`src/rtl/wb_bram_arbiter.sv`:
```
// Two-master Wishbone arbiter in front of a single BRAM slave port.
// Round-robin on ties, bus lock while the owner holds cyc, and a per-access stall timeout.
module wb_bram_arbiter #(
    parameter int AW      = 16,
    parameter int DW      = 16,
    parameter int SW      = 2,
    parameter int TIMEOUT = 255
) (
    input  logic          clk,
    input  logic          rst,

    input  logic [AW-1:0] m0_adr,
    input  logic [DW-1:0] m0_din,
    output logic [DW-1:0] m0_dout,
    input  logic          m0_we,
    input  logic          m0_stb,
    input  logic          m0_cyc,
    input  logic [SW-1:0] m0_sel,
    output logic          m0_ack,
    output logic          m0_err,
    output logic          m0_rty,

    input  logic [AW-1:0] m1_adr,
    input  logic [DW-1:0] m1_din,
    output logic [DW-1:0] m1_dout,
    input  logic          m1_we,
    input  logic          m1_stb,
    input  logic          m1_cyc,
    input  logic [SW-1:0] m1_sel,
    output logic          m1_ack,
    output logic          m1_err,
    output logic          m1_rty,

    output logic [AW-1:0] s_adr,
    output logic [DW-1:0] s_dout,
    input  logic [DW-1:0] s_din,
    output logic [SW-1:0] s_sel,
    output logic          s_we,
    output logic          s_stb,
    output logic          s_cyc,
    input  logic          s_ack,
    input  logic          s_err,
    input  logic          s_rty,

    output logic [1:0]    gnt
);

    localparam logic [1:0] S_IDLE = 2'd0;
    localparam logic [1:0] S_OWN0 = 2'd1;
    localparam logic [1:0] S_OWN1 = 2'd2;

    localparam logic [7:0] TMO_LAST = 8'(TIMEOUT - 1);

    logic [1:0]    state_q, state_d;
    logic          last_q, last_d;
    logic [7:0]    cnt_q, cnt_d;
    logic          tmo_q, tmo_d;

    logic          own0, own1, owning;
    logic          s_term;
    logic [AW-1:0] sel_adr;
    logic [DW-1:0] sel_din;
    logic [SW-1:0] sel_sel;
    logic          sel_we, sel_stb, sel_cyc;

    always_comb begin
        own0    = (state_q == S_OWN0);
        own1    = (state_q == S_OWN1);
        owning  = own0 | own1;
        s_term  = s_ack | s_err | s_rty;

        sel_adr = own1 ? m1_adr : m0_adr;
        sel_din = own1 ? m1_din : m0_din;
        sel_sel = own1 ? m1_sel : m0_sel;
        sel_we  = own1 ? m1_we  : m0_we;
        sel_stb = own1 ? m1_stb : m0_stb;
        sel_cyc = own1 ? m1_cyc : m0_cyc;
    end

    // Arbitration: owner keeps the bus while its cyc stays high, then hands over directly.
    always_comb begin
        state_d = state_q;
        last_d  = last_q;
        case (state_q)
            S_IDLE: begin
                if (m0_cyc && m1_cyc) begin
                    state_d = last_q ? S_OWN0 : S_OWN1;
                end else if (m0_cyc) begin
                    state_d = S_OWN0;
                end else if (m1_cyc) begin
                    state_d = S_OWN1;
                end
            end
            S_OWN0: begin
                if (!m0_cyc) begin
                    last_d  = 1'b0;
                    state_d = m1_cyc ? S_OWN1 : S_IDLE;
                end
            end
            S_OWN1: begin
                if (!m1_cyc) begin
                    last_d  = 1'b1;
                    state_d = m0_cyc ? S_OWN0 : S_IDLE;
                end
            end
            default: state_d = S_IDLE;
        endcase
    end

    // Stall counter; a slave termination in the expiry cycle beats the synthesized error.
    always_comb begin
        cnt_d = 8'd0;
        tmo_d = 1'b0;
        if (owning && (state_d == state_q) && !tmo_q && sel_stb && !s_term) begin
            if (cnt_q == TMO_LAST) begin
                tmo_d = 1'b1;
            end else begin
                cnt_d = cnt_q + 8'd1;
            end
        end
    end

    always_ff @(posedge clk) begin
        if (rst) begin
            state_q <= S_IDLE;
            last_q  <= 1'b1;
            cnt_q   <= 8'd0;
            tmo_q   <= 1'b0;
        end else begin
            state_q <= state_d;
            last_q  <= last_d;
            cnt_q   <= cnt_d;
            tmo_q   <= tmo_d;
        end
    end

    always_comb begin
        gnt     = {own1, own0};

        s_adr   = owning ? sel_adr : '0;
        s_dout  = owning ? sel_din : '0;
        s_sel   = owning ? sel_sel : '0;
        s_we    = owning & sel_we;
        s_stb   = owning & sel_stb & ~tmo_q;
        s_cyc   = owning & sel_cyc & ~tmo_q;

        m0_dout = own0 ? s_din : '0;
        m1_dout = own1 ? s_din : '0;

        // During the expiry cycle only the synthesized error reaches the owner.
        m0_ack  = own0 & ~tmo_q & s_ack;
        m0_rty  = own0 & ~tmo_q & s_rty;
        m0_err  = own0 & (tmo_q | s_err);
        m1_ack  = own1 & ~tmo_q & s_ack;
        m1_rty  = own1 & ~tmo_q & s_rty;
        m1_err  = own1 & (tmo_q | s_err);
    end

endmodule

```
`config.mk`:
```
export PLATFORM = sky130hd
export DESIGN_NAME = wb_bram_arbiter
export DESIGN_NICKNAME = d
export VERILOG_FILES = /design/src/rtl/wb_bram_arbiter.sv
export SDC_FILE = /design/constraint.sdc
export NUM_CORES = 1
export LEC_CHECK = 0
export CELL_PAD_IN_SITES_DETAIL_PLACEMENT = 1
export CELL_PAD_IN_SITES_GLOBAL_PLACEMENT = 2
export CORE_ASPECT_RATIO = 1.75
export CORE_UTILIZATION = 15
export DETAILED_ROUTE_END_ITERATION = 10
export PLACE_DENSITY_LB_ADDON = 0.12
export SLEW_MARGIN = 20
export SYNTH_ARGS = -nofsm -noshare
export SYNTH_HDL_FRONTEND = slang
export SYNTH_SLANG_ARGS = --single-unit
```
`constraint.sdc`:
```
create_clock -name clk -period 4.66 [get_ports clk]
set_input_delay 0.466 -clock clk [delete_from_list [all_inputs] [get_ports clk]]
set_output_delay 0.466 -clock clk [all_outputs]
set_load 0.01 [all_outputs]
```
== Word-level counts from Yosys, hierarchy flattened ==
Cells that the tools add are included.

* Bits in registers: 12

* Add/subtract/negate cells: 1
* Eq/ne operators: 6
* Multiplexer cells: 24
* Bitwise operators: 19
* Reduce and logical (&&, ||, !) cells: 12

{| class="wikitable"
|+ Operators with widths
! kind !! count
|-
| 16-bit two-way mux || 6
|-
| 2-bit two-way mux || 9
|-
| 1-bit bitwise AND || 13
|-
| 8-bit by 1-bit adder with 8-bit output (second input constant) || 1
|-
| 8-bit == test (second input constant) || 1
|-
| 1-bit two-way mux || 7
|-
| 2-bit case mux with 3 select lines || 1
|-
| 1-bit logical AND || 5
|-
| 2-bit inequality test (second input constant) || 2
|-
| 1-bit OR || 4
|-
| 3-bit AND reduction || 1
|-
| 3-bit OR reduction || 1
|-
| 2-bit by 1-bit == test with 1-bit output (second input constant) || 1
|-
| 2-bit == test || 1
|-
| 2-bit == test (second input constant) || 1
|-
| 1-bit zero test || 2
|-
| 2-bit zero test || 1
|-
| 1-bit inverter || 2
|-
| 1-bit case mux with 2 select lines || 1
|-
| 2-bit nonzero test || 1
|-
| 2-bit OR reduction || 1
|}

== Longest topological paths before layout ==
Gate-level depths: netlist of the first run.

* Depth in word-level cells: 11
* Mapped depth: 8
* Gate-level depth less buffers: 7

== Worst setup path before layout of the first run ==
Ideal clock, no wire load.

* Path type: register to output
* Start point: reg state_q[0]
* End point: out m1_dout[10]
* Arrival: 1.802 ns
* Setup slack: 2.392 ns
* Cell stages (with the launch flop): 8
* Path buffers: 4
* Cells stage by stage: dfxtp_1 -> inv_1 -> ha_1 -> buf_2 -> buf_2 -> buf_2 -> clkbuf_1 -> and2_1

* Longest elaborated chain between the ends: 2

{| class="wikitable"
|+ Ends and longest elaborated chain
! item !! RTL line !! source
|-
| start: declaration || 54 || <nowiki>logic [1:0] state_q, state_d;</nowiki>
|-
| start signal: assignment || 130 || <nowiki>state_q <= state_d;</nowiki>
|-
| 2-bit == test || 68 || <nowiki>own1 = (state_q == S_OWN1);</nowiki>
|-
| 16-bit two-way mux || 148 || <nowiki>m1_dout = own1 ? s_din : '0;</nowiki>
|-
| end: declaration || 25 || <nowiki>output logic [DW-1:0] m1_dout,</nowiki>
|}

Every way passes these cells.

== Final worst setup path of the first run ==
* Start point: reg state_q[0]
* End point: out s_sel[1]

* Longest elaborated chain between the ends: 3

{| class="wikitable"
|+ Ends and longest elaborated chain
! item !! RTL line !! source
|-
| 2-bit == test / 2-bit by 1-bit == test with 1-bit output (equally long branches) || 68, 67 ||
|-
| 2-bit two-way mux / 1-bit OR (equally long branches) || 74, 69 ||
|-
| 2-bit two-way mux (*) || 142 || <nowiki>s_sel = owning ? sel_sel : '0;</nowiki>
|-
| end: declaration || 37 || <nowiki>output logic [SW-1:0] s_sel,</nowiki>
|}

Every way passes the cells marked *; elsewhere a longest branch is shown, timed or not.

==> impl_metrics.py, run 1 <==
metrics = {
    "status": {
        "status": "finished clean",
    },
    "power_and_ir_drop": {
        "powerDensity_nw_per_um2": 260,
        "p_leak_nw": 1.26,
        "ir_worst_vdd_mv": 0.268,
    },
    "synth": {
        "synth_common_cells": "37 x mux2i_1, 37 x nor2b_1, 35 x and2_1",
        "syn-num-nets": 307,
        "ys_top_cells_by_area": "mux2i_1 22%, dfxtp_1 14%, nor2b_1 14%",
        "synth_area_per_cell_sq_um": 8.23,
        "yosysWarnings": 0,
        "synthDistinctLibCells": 42,
        "synth_edf_count": 0,
        "ys.flop_type": "dfxtp_1",
        "yosysSeqAreaShare_pct": 14.2,
        "synth_area_leader_cell": "mux2i_1",
        "ys_ff_latch": 12,
        "synth_top_area_share_pct": 21.9,
        "synthCells": 205,
        "ys_async_sr_fraction_pct": 0,
        "syn_area_sq_um": 1690,
    },
    "cts": {
        "ctsRootBufferMaster": "clkbuf_16",
        "ctsHoldBuffers": 0,
        "cts_buffer_depth": 2,
        "cts_tree": "yes",
        "cts_made_buffers": 3,
        "cts_num_sinks": 12,
        "htree_num_levels": 1,
        "post-cts-setup-buffers": 0,
        "clk_latency_ns": 0.24,
        "cts.clk_slew.worst_paths_ns": 0.04,
        "ctsResizeCount": 0,
    },
    "global_routing": {
        "met2_usage_pct": 28.4,
        "grt.busiest_layer": "met2",
        "grt_overflow_total": 0,
        "grtUsageTotal_pct": 14.2,
        "grt_pass1_wl_microns": 12400,
        "grt_pass1_vias": 2294,
        "antenna_found_initial": 0,
        "grt_use_met3_pct": 4.81,
        "grt_max_degree": 38,
        "grt_use_met1_pct": 13.2,
    },
    "route": {
        "avgViaCountPerCell": 4.21,
        "first_pass_iters": 2,
        "drc": 0,
        "ant_nets": 0,
        "drt_iter0_markers": 47,
        "vias": 2092,
        "post_drt_wl_per_cell_microns": 16.8,
        "wirelength_microns": 8330,
    },
    "sta": {
        "slew_viol_final": 0,
        "finalHoldViolCount": 0,
        "layout_min_cycle_time_ns": 3.19,
        "worst_pin_slew_ns": 0.826,
        "slew_headroom_pct": 44.9,
        "setup_tns_ns": 0,
        "max_freq_mhz": 313,
        "grt_setup_unrepaired": "no",
        "setup_viol": 0,
        "fin_skew_ns": 0.000617,
        "finalCritPeriodShare_pct": 68.5,
    },
    "flow_run": {
        "maxCapViolCount": 0,
    },
    "die": {
        "dieHeight_microns": 142,
        "core_sq_um": 10800,
        "design.die.area_sq_um": 11700,
        "num_rows": 50,
        "start_util_pct": 15.6,
        "die_w_microns": 82.2,
        "io_pins": 172,
    },
    "critical_path": {
        "crit_fanout": 37,
        "worstPathCellList": "inv_1, ha_2, buf_4, mux2i_1, nor2b_1, clkdlybuf4s50_1",
        "critPathSlowestCell": "ha_2",
        "slowest_delay_ns": 0.78,
        "arrival_ns": 2.73,
        "crit_type": "flip-flop to output port",
        "r2r_slack_ns": 2.11,
        "worstPathRequired_ns": 4.19,
        "startpoint_type": "flip-flop",
        "cp-end-kind": "output port",
    },
    "placed_design": {
        "dp_hpwl_microns": 7140,
        "place_congestion": 0.793,
        "place_inst": 494,
        "port_buffers": 171,
    },
    "finish": {
        "antenna_cells_inserted": 0,
        "drive_gt1_share_pct": 4.90,
        "syn_to_final_growth_pct": 113,
        "nets": 471,
        "instances_no_fill": 497,
    },
    "hold_path": {
        "hp-class": "flip-flop to flip-flop",
    },
}
[per-stage QoR]
step | total power [mW] | setup slack [ns] | area (sq um) | hold slack (ns) | utilization (%)
finish | 0.933 | 1.47 | 3590 | 0.525 | 33.2
CTS | 0.951 | 1.39 | 3590 | 0.531 | 33.2
global route | 0.993 | 1.22 | 3590 | 0.570 | 33.2
floorplan | 0.432 | 2.39 | 1690 | 0.483 | -
detailed placement | 0.789 | 1.64 | 3510 | 0.524 | 32.5
global placement | 0.792 | 1.69 | 3510 | 0.508 | 32.5
[path summary, 6_finish.rpt]
check                   from  endpoint  depth (start not counted)
hold / removal        last_q    last_q                          2
setup / recovery  state_q[0]  s_sel[1]                          6
setup reg to reg  state_q[0]  cnt_q[1]                          7
hold reg to reg       last_q    last_q                          2
[registers in the layout (all words and copies together) (netlist names)]
| name | cells |
|---|---|
| last_q | 1 |
| state_q | 2 |
| cnt_q | 8 |
| tmo_q | 1 |
[critical path, delay by kind of cell, from the launching register on]
family | cells | cell delay, ns
simple gates | 1 | 0.11
buf+inv | 3 | 1.12
flops | 1 | 0.36
fa+ha+maj | 1 | 0.78
mux | 1 | 0.10
[routing by layer]
metal | part of all wire (%) | wire length, microns | vias up
li1 | - | - | 1029
met1 | 32 | 2690 | 973
met2 | 58 | 4840 | 83
met3 | 8.5 | 708 | 7
met4 | 1.0 | 84 | 0
met5 | 0 | 0 | -
[placed cells by master, fill, tap and decap left out, types with 3 or more instances in the layout]
| cell type | count |
|---|---|
| inv_1 | 3 |
| and2_1 | 35 |
| dfxtp_1 | 12 |
| clkdlybuf4s50_1 | 171 |
| mux2i_1 | 37 |
| nand2_1 | 5 |
| nor2b_1 | 37 |
| buf_4 | 4 |
| nand3_1 | 3 |
| nor4_1 | 8 |
| nor2_1 | 3 |
| ha_1 | 6 |
| xor2_1 | 5 |
| clkbuf_16 | 3 |
| and3b_1 | 4 |
[logic make-up (layout without fill, tap and decap cells)]
family | after synthesis | in the layout | share of synthesized area [%]
compound gates | 18 | 18 | 10.6
xor+xnor | 6 | 6 | 3.11
fa+ha+maj | 7 | 7 | 5.19
buf+inv | 20 | 182 | 5.71
flops | 12 | 12 | 14.2
mux | 38 | 38 | 22.8
simple gates | 104 | 104 | 38.3
[power by group]
group,total [mW],switching (mW),internal [mW]
registers,0.116,0.00758,0.109
clock network,0.156,0.0445,0.112
logic,0.660,0.280,0.380
[layout make-up]
cell class,count,area [sq um]
Multi-Input combinational cell,173,1350
Fill cell,1283,7230
Inverter,4,15.0
Timing Repair Buffer,175,1740
Tap cell,130,163
Sequential cell,12,240
Clock buffer,3,75.1
Note: power is estimated with default switching activity, not from simulation.
==> run 2, diff against run 1 <==
--- a/config.mk
+++ b/config.mk
@@ -8,7 +8,7 @@
 export CELL_PAD_IN_SITES_DETAIL_PLACEMENT = 1
 export CELL_PAD_IN_SITES_GLOBAL_PLACEMENT = 2
 export CORE_ASPECT_RATIO = 1.75
-export CORE_UTILIZATION = 15
+export CORE_UTILIZATION = 12
 export DETAILED_ROUTE_END_ITERATION = 10
 export PLACE_DENSITY_LB_ADDON = 0.12
 export SLEW_MARGIN = 20
==> constraint.sdc (replaced) <==
create_clock -name clk -period 2.7 [get_ports clk]
set_input_delay 0.27 -clock clk [delete_from_list [all_inputs] [get_ports clk]]
set_output_delay 0.27 -clock clk [all_outputs]
set_load 0.01 [all_outputs]
==> run 2 against run 1 <==
  * Final area is 3.4% higher
  * Routed wire length is 1.3% higher
  * Power is 81% higher
  * Highest routed layer unchanged
  * Worst hold slack better by 0.035 ns
==> impl_metrics.py, run 2 (same netlist as run 1, synthesis figures left out) <==
metrics = {
    "route": {
        "drt_iter0_markers": 25,
        "first_pass_iters": 5,
        "avgViaCountPerCell": 3.88,
        "vias": 2120,
        "wl_met3_microns": 696,
        "drt-met1-wl_microns": 2830,
        "wirelength_microns": 8440,
        "maxUsedRoutingLayer": "met4",
        "drc": 0,
        "wl_met2_microns": 4750,
        "ant_nets": 0,
        "post_drt_wl_per_cell_microns": 15.4,
    },
    "flow_run": {
        "maxCapViolCount": 0,
    },
    "power_and_ir_drop": {
        "powerDensity_nw_per_um2": 454,
        "p_leak_nw": 1.29,
        "ir_worst_vdd_mv": 0.153,
    },
    "status": {
        "status": "finished clean",
    },
    "critical_path": {
        "crit_fanout": 37,
        "rr_startpoint": "state_q[0]",
        "rr_worst_depth": 8,
        "cp-end-kind": "output port",
        "startpoint": "state_q[0]",
        "startpoint_type": "flip-flop",
        "r2r_slack_ns": 0.51,
        "crit_type": "flip-flop to output port",
        "arrival_ns": 2.22,
        "rr_endpoint": "cnt_q[2]",
        "endpoint": "s_dout[9]",
        "worstPathRequired_ns": 2.43,
    },
    "die": {
        "core_sq_um": 13800,
        "design.die.area_sq_um": 14600,
        "dieHeight_microns": 159,
        "num_rows": 57,
        "io_pins": 172,
        "die_w_microns": 91.7,
        "start_util_pct": 12.2,
    },
    "sta": {
        "max_freq_mhz": 402,
        "grt_setup_unrepaired": "no",
        "layout_min_cycle_time_ns": 2.49,
        "fin_skew_ns": 0.00336,
        "slew_headroom_pct": 70.0,
        "slew_viol_final": 0,
        "worst_pin_slew_ns": 0.449,
        "setup_tns_ns": 0,
        "setup_viol": 0,
        "finalHoldViolCount": 0,
        "finalCritPeriodShare_pct": 92.1,
    },
    "finish": {
        "largest_reg_flops": 8,
        "largest_register": "cnt_q",
        "drive_gt1_share_pct": 5.69,
        "final_cell_mix": "171 x clkdlybuf4s50_1, 37 x mux2i_1, 37 x nor2b_1",
        "largestRegisters": "cnt_q x8, state_q x2",
        "instances_no_fill": 547,
        "final_common_cell": "clkdlybuf4s50_1",
        "nets": 472,
        "syn_to_final_growth_pct": 120,
    },
    "cts": {
        "htree_num_levels": 1,
        "cts_buffer_depth": 2,
        "clk_latency_ns": 0.24,
        "post-cts-setup-buffers": 0,
        "cts_made_buffers": 3,
        "ctsResizeCount": 0,
        "cts_tree": "yes",
        "cts.clk_slew.worst_paths_ns": 0.04,
        "ctsRootBufferMaster": "clkbuf_16",
        "cts_num_sinks": 12,
        "ctsHoldBuffers": 0,
    },
    "hold_path": {
        "hp-start": "last_q",
        "hp-class": "flip-flop to flip-flop",
    },
    "global_routing": {
        "grt_pass1_vias": 2286,
        "grt_pass1_wl_microns": 12800,
        "grt_overflow_total": 0,
        "grt_max_degree": 38,
        "antenna_found_initial": 1,
        "grtUsageTotal_pct": 11.4,
    },
    "placed_design": {
        "place_inst": 542,
        "place_congestion": 0.701,
        "dp_hpwl_microns": 6990,
        "port_buffers": 171,
    },
}
==> run 2: worst min path at each step <==
| stage | slack [ns] | cells after the start | end |
|---|---|---|---|
| 3_3_place_gp | 0.54 | 2 | last_q |
| 5_1_grt | 0.61 | 2 | cnt_q[3] |
| 4_1_cts | 0.56 | 2 | last_q |
| 2_1_floorplan | 0.34 | 1 | state_q[0] |
| 3_5_place_dp | 0.55 | 2 | cnt_q[2] |
| 6_report | 0.56 | 2 | last_q |
==> run 2: final cells by class <==
| type | count | area, sq um |
|---|---|---|
| multi-input cells | 173 | 1360 |
| fillers | 1657 | 10100 |
| inverters | 4 | 15.0 |
| repair buffers | 176 | 1790 |
| well taps | 177 | 221 |
| clock buffers | 4 | 88.8 |
| diodes | 1 | 2.50 |
| flip-flops and latches | 12 | 240 |
==> run 2: worst max-delay path, cell delays in order, from the launching register on <==
cell and delay (ns):
dfxtp_1 0.36, inv_1 0.24, ha_2 0.29, buf_12 0.23, mux2i_1 0.11, nor2b_1 0.12
clkdlybuf4s50_1 0.61
==> run 2: routing by layer <==
layer / vias up / GRT usage, %
met5: - / 0
met4: 0 / 3.17
met3: 9 / 3.69
met1: 988 / 10.9
met2: 95 / 22.6
li1: 1028 / -
==> run 2: stage by stage <==
step / hold slack (ns) / setup WS (ns) / instance area [sq um] / power, mW / util (%)
4_1_cts: 0.562 / 0.0930 / 3710 / 1.72 / 26.8
2_1_floorplan: 0.343 / 0.628 / 1690 / 0.746 / -
5_1_grt: 0.606 / 0.0718 / 3710 / 1.79 / 26.8
3_5_place_dp: 0.549 / 0.365 / 3620 / 1.40 / 26.1
6_report: 0.560 / 0.213 / 3710 / 1.69 / 26.8
3_3_place_gp: 0.541 / 0.374 / 3620 / 1.40 / 26.1
==> run 2: where the power goes <==
| group | internal, mW | switching, mW |
|---|---|---|
| combinational | 0.683 | 0.497 |
| sequential | 0.188 | 0.0138 |
| clock | 0.224 | 0.0801 |
==> run 3, diff against run 2 <==
--- a/config.mk
+++ b/config.mk
@@ -5,12 +5,15 @@
 export SDC_FILE = /design/constraint.sdc
 export NUM_CORES = 1
 export LEC_CHECK = 0
+export ABC_AREA = 0
 export CELL_PAD_IN_SITES_DETAIL_PLACEMENT = 1
 export CELL_PAD_IN_SITES_GLOBAL_PLACEMENT = 2
 export CORE_ASPECT_RATIO = 1.75
 export CORE_UTILIZATION = 12
 export DETAILED_ROUTE_END_ITERATION = 10
+export GPL_TIMING_DRIVEN = 0
 export PLACE_DENSITY_LB_ADDON = 0.12
+export SETUP_SLACK_MARGIN = 0.4
 export SLEW_MARGIN = 20
 export SYNTH_ARGS = -nofsm -noshare
 export SYNTH_HDL_FRONTEND = slang
==> run 3 against run 2 <==
  * Global-route usage rose by 0.31 points
  * Non-clock buffer count rose by 11
  * Fmax rose by 11%
  * Register-to-register slack improved by 0.29 ns
  * Sequential share of layout area barely moved
  * Flip-flop and latch count did not move
  * Final cell count rose by 1.6%
  * Die area did not move
  * Critical path depth rose by 1
  * Worst hold slack got worse by 0.22 ns
  * Largest power group unchanged
==> impl_metrics.py, run 3 (same netlist as run 1, synthesis figures left out) <==
metrics = {
    "global_routing": {
        "grt_pass1_vias": 2397,
        "grt_max_degree": 11,
        "grt_pass1_wl_microns": 13300,
        "grt_overflow_total": 0,
        "antenna_found_initial": 0,
        "grtUsageTotal_pct": 11.7,
    },
    "critical_path": {
        "cp-end-kind": "output port",
        "crit_fanout": 10,
        "crit_type": "flip-flop to output port",
        "worstPathCellList": "inv_2, ha_2, buf_6, buf_12, mux2i_1, nor2b_1, clkdlybuf4s50_1",
        "arrival_ns": 1.98,
        "startpoint_type": "flip-flop",
        "slowest_delay_ns": 0.57,
        "critPathSlowestCell": "clkdlybuf4s50_1",
        "worstPathRequired_ns": 2.43,
    },
    "cts": {
        "cts_tree": "yes",
        "ctsHoldBuffers": 0,
        "cts_buffer_depth": 2,
        "cts_num_sinks": 12,
        "cts.clk_slew.worst_paths_ns": 0.04,
        "htree_num_levels": 1,
        "ctsRootBufferMaster": "clkbuf_16",
        "clk_latency_ns": 0.23,
        "cts_made_buffers": 3,
    },
    "die": {
        "die_w_microns": 91.7,
        "core_sq_um": 13800,
        "start_util_pct": 12.2,
        "io_pins": 172,
        "dieHeight_microns": 159,
        "num_rows": 57,
        "design.die.area_sq_um": 14600,
    },
    "finish": {
        "instances_no_fill": 556,
        "largestRegisters": "cnt_q x8, state_q x2",
        "largest_register": "cnt_q",
        "final_cell_mix": "119 x clkdlybuf4s50_1, 37 x nor2b_1, 36 x mux2i_1, 36 x dlygate4sd2_1, 35 x and2_1",
        "ff_latch_area_sq_um": 245,
        "nets": 483,
        "final_common_cell": "clkdlybuf4s50_1",
        "antenna_cells_inserted": 0,
        "syn_to_final_growth_pct": 125,
        "largest_reg_flops": 8,
        "drive_gt1_share_pct": 9.50,
        "multiInputGateArea_sq_um": 1380,
        "nFillCells": 1640,
    },
    "route": {
        "drc": 0,
        "ant_nets": 0,
        "first_pass_iters": 4,
        "drt_iter0_markers": 27,
        "wirelength_microns": 8600,
        "post_drt_wl_per_cell_microns": 15.5,
        "vias": 2168,
        "avgViaCountPerCell": 3.90,
    },
    "sta": {
        "finalHoldViolCount": 0,
        "fin_hold_ws_ns": 0.341,
        "setup_viol": 0,
        "slew_headroom_pct": 69.5,
        "slew_viol_final": 0,
        "finalCritPeriodShare_pct": 83.2,
        "layout_min_cycle_time_ns": 2.25,
        "fin_skew_ns": 0.000726,
        "grt_setup_unrepaired": "yes",
        "max_freq_mhz": 445,
        "setup_slack_ns": 0.454,
        "worst_pin_slew_ns": 0.458,
    },
    "status": {
        "status": "finished clean",
    },
    "placed_design": {
        "place_congestion": 0.730,
        "pre_cts_ws_ns": -0.505,
        "place_inst": 552,
        "dp_hpwl_microns": 7490,
        "port_buffers": 170,
    },
    "flow_run": {
        "maxCapViolCount": 0,
    },
    "power_and_ir_drop": {
        "ir_worst_vdd_mv": 0.150,
        "powerDensity_nw_per_um2": 427,
        "p_leak_nw": 1.69,
    },
    "hold_path": {
        "hp-class": "primary input to flip-flop",
    },
}
run 3: cell types whose count changed in the layout (fill, tap and decap cells not counted), moves of 2 or more:
cell             change
dlygate4sd2_1       +36
buf_4                +2
dlymetal6s2s_1      +12
dfxtp_1              -2
clkdlybuf4s50_1     -52
buf_6                +3
clkdlybuf4s15_1      +3
clkbuf_4             +3
run 3: report_power, final:
part	switching [mW]	internal, mW	leakage (nW)	total, mW
clock network	0.0700	0.192	0.0370	0.262
registers	0.0143	0.190	0.0983	0.204
logic	0.503	0.653	1.55	1.16
run 3: through the flow:
step	setup TNS (ns)	power (mW)	area, sq um	util (%)
after detailed placement	-8.07	1.39	3610	26.1
final	0	1.62	3800	27.5
after global routing	0	1.74	3800	27.5
after CTS	0	1.66	3740	27.0
after floorplan	0	0.746	1690	-
after global placement	-7.44	1.39	3610	26.1
run 3: worst max-delay path: cells and delay by family (launching register included):
family | cells | cell delay [ns]
adders and majority gates | 1 | 0.20
DFF | 1 | 0.38
muxes | 1 | 0.11
buffers and inverters | 4 | 0.93
and+or+nand+nor | 1 | 0.11
run 3: path summary, 6_finish.rpt:
kind | start | endpoint | slack (ns) | depth (start not counted)
worst min-delay path | m0_cyc | state_q[1] | 0.34 | 3
worst min register to register | state_q[1] | state_q[1] | 0.52 | 2
worst max register to register | state_q[1] | cnt_q[6] | 0.80 | 7
worst max-delay path | state_q[0] | s_adr[2] | 0.45 | 7
run 3: repair_timing:
| action | CTS | global route |
|---|---|---|
| hold endpoints to repair | 0 | 0 |
| gates resized for setup | 73 | 23 |
| buffers inserted | 1 | 0 |
| endpoints found under the setup margin | 75 | 28 |
run 3: metal layers:
metal | track usage [%] | vias up | share of wire [%]
li1 | - | 1049 | -
met1 | 11.3 | 1019 | 32
met4 | 2.74 | 0 | 1.8
met3 | 3.78 | 8 | 8.6
met2 | 23.3 | 92 | 58
met5 | 0 | - | 0
run 3: layout make-up:
type	instances	share of cell area (%)
sequential	12	6.46
buffer	16	4.48
timing repair buffer	171	44.6
multi-input combinational	173	36.3
tap	177	5.83
inverter	4	0.395
clock buffer	3	1.98
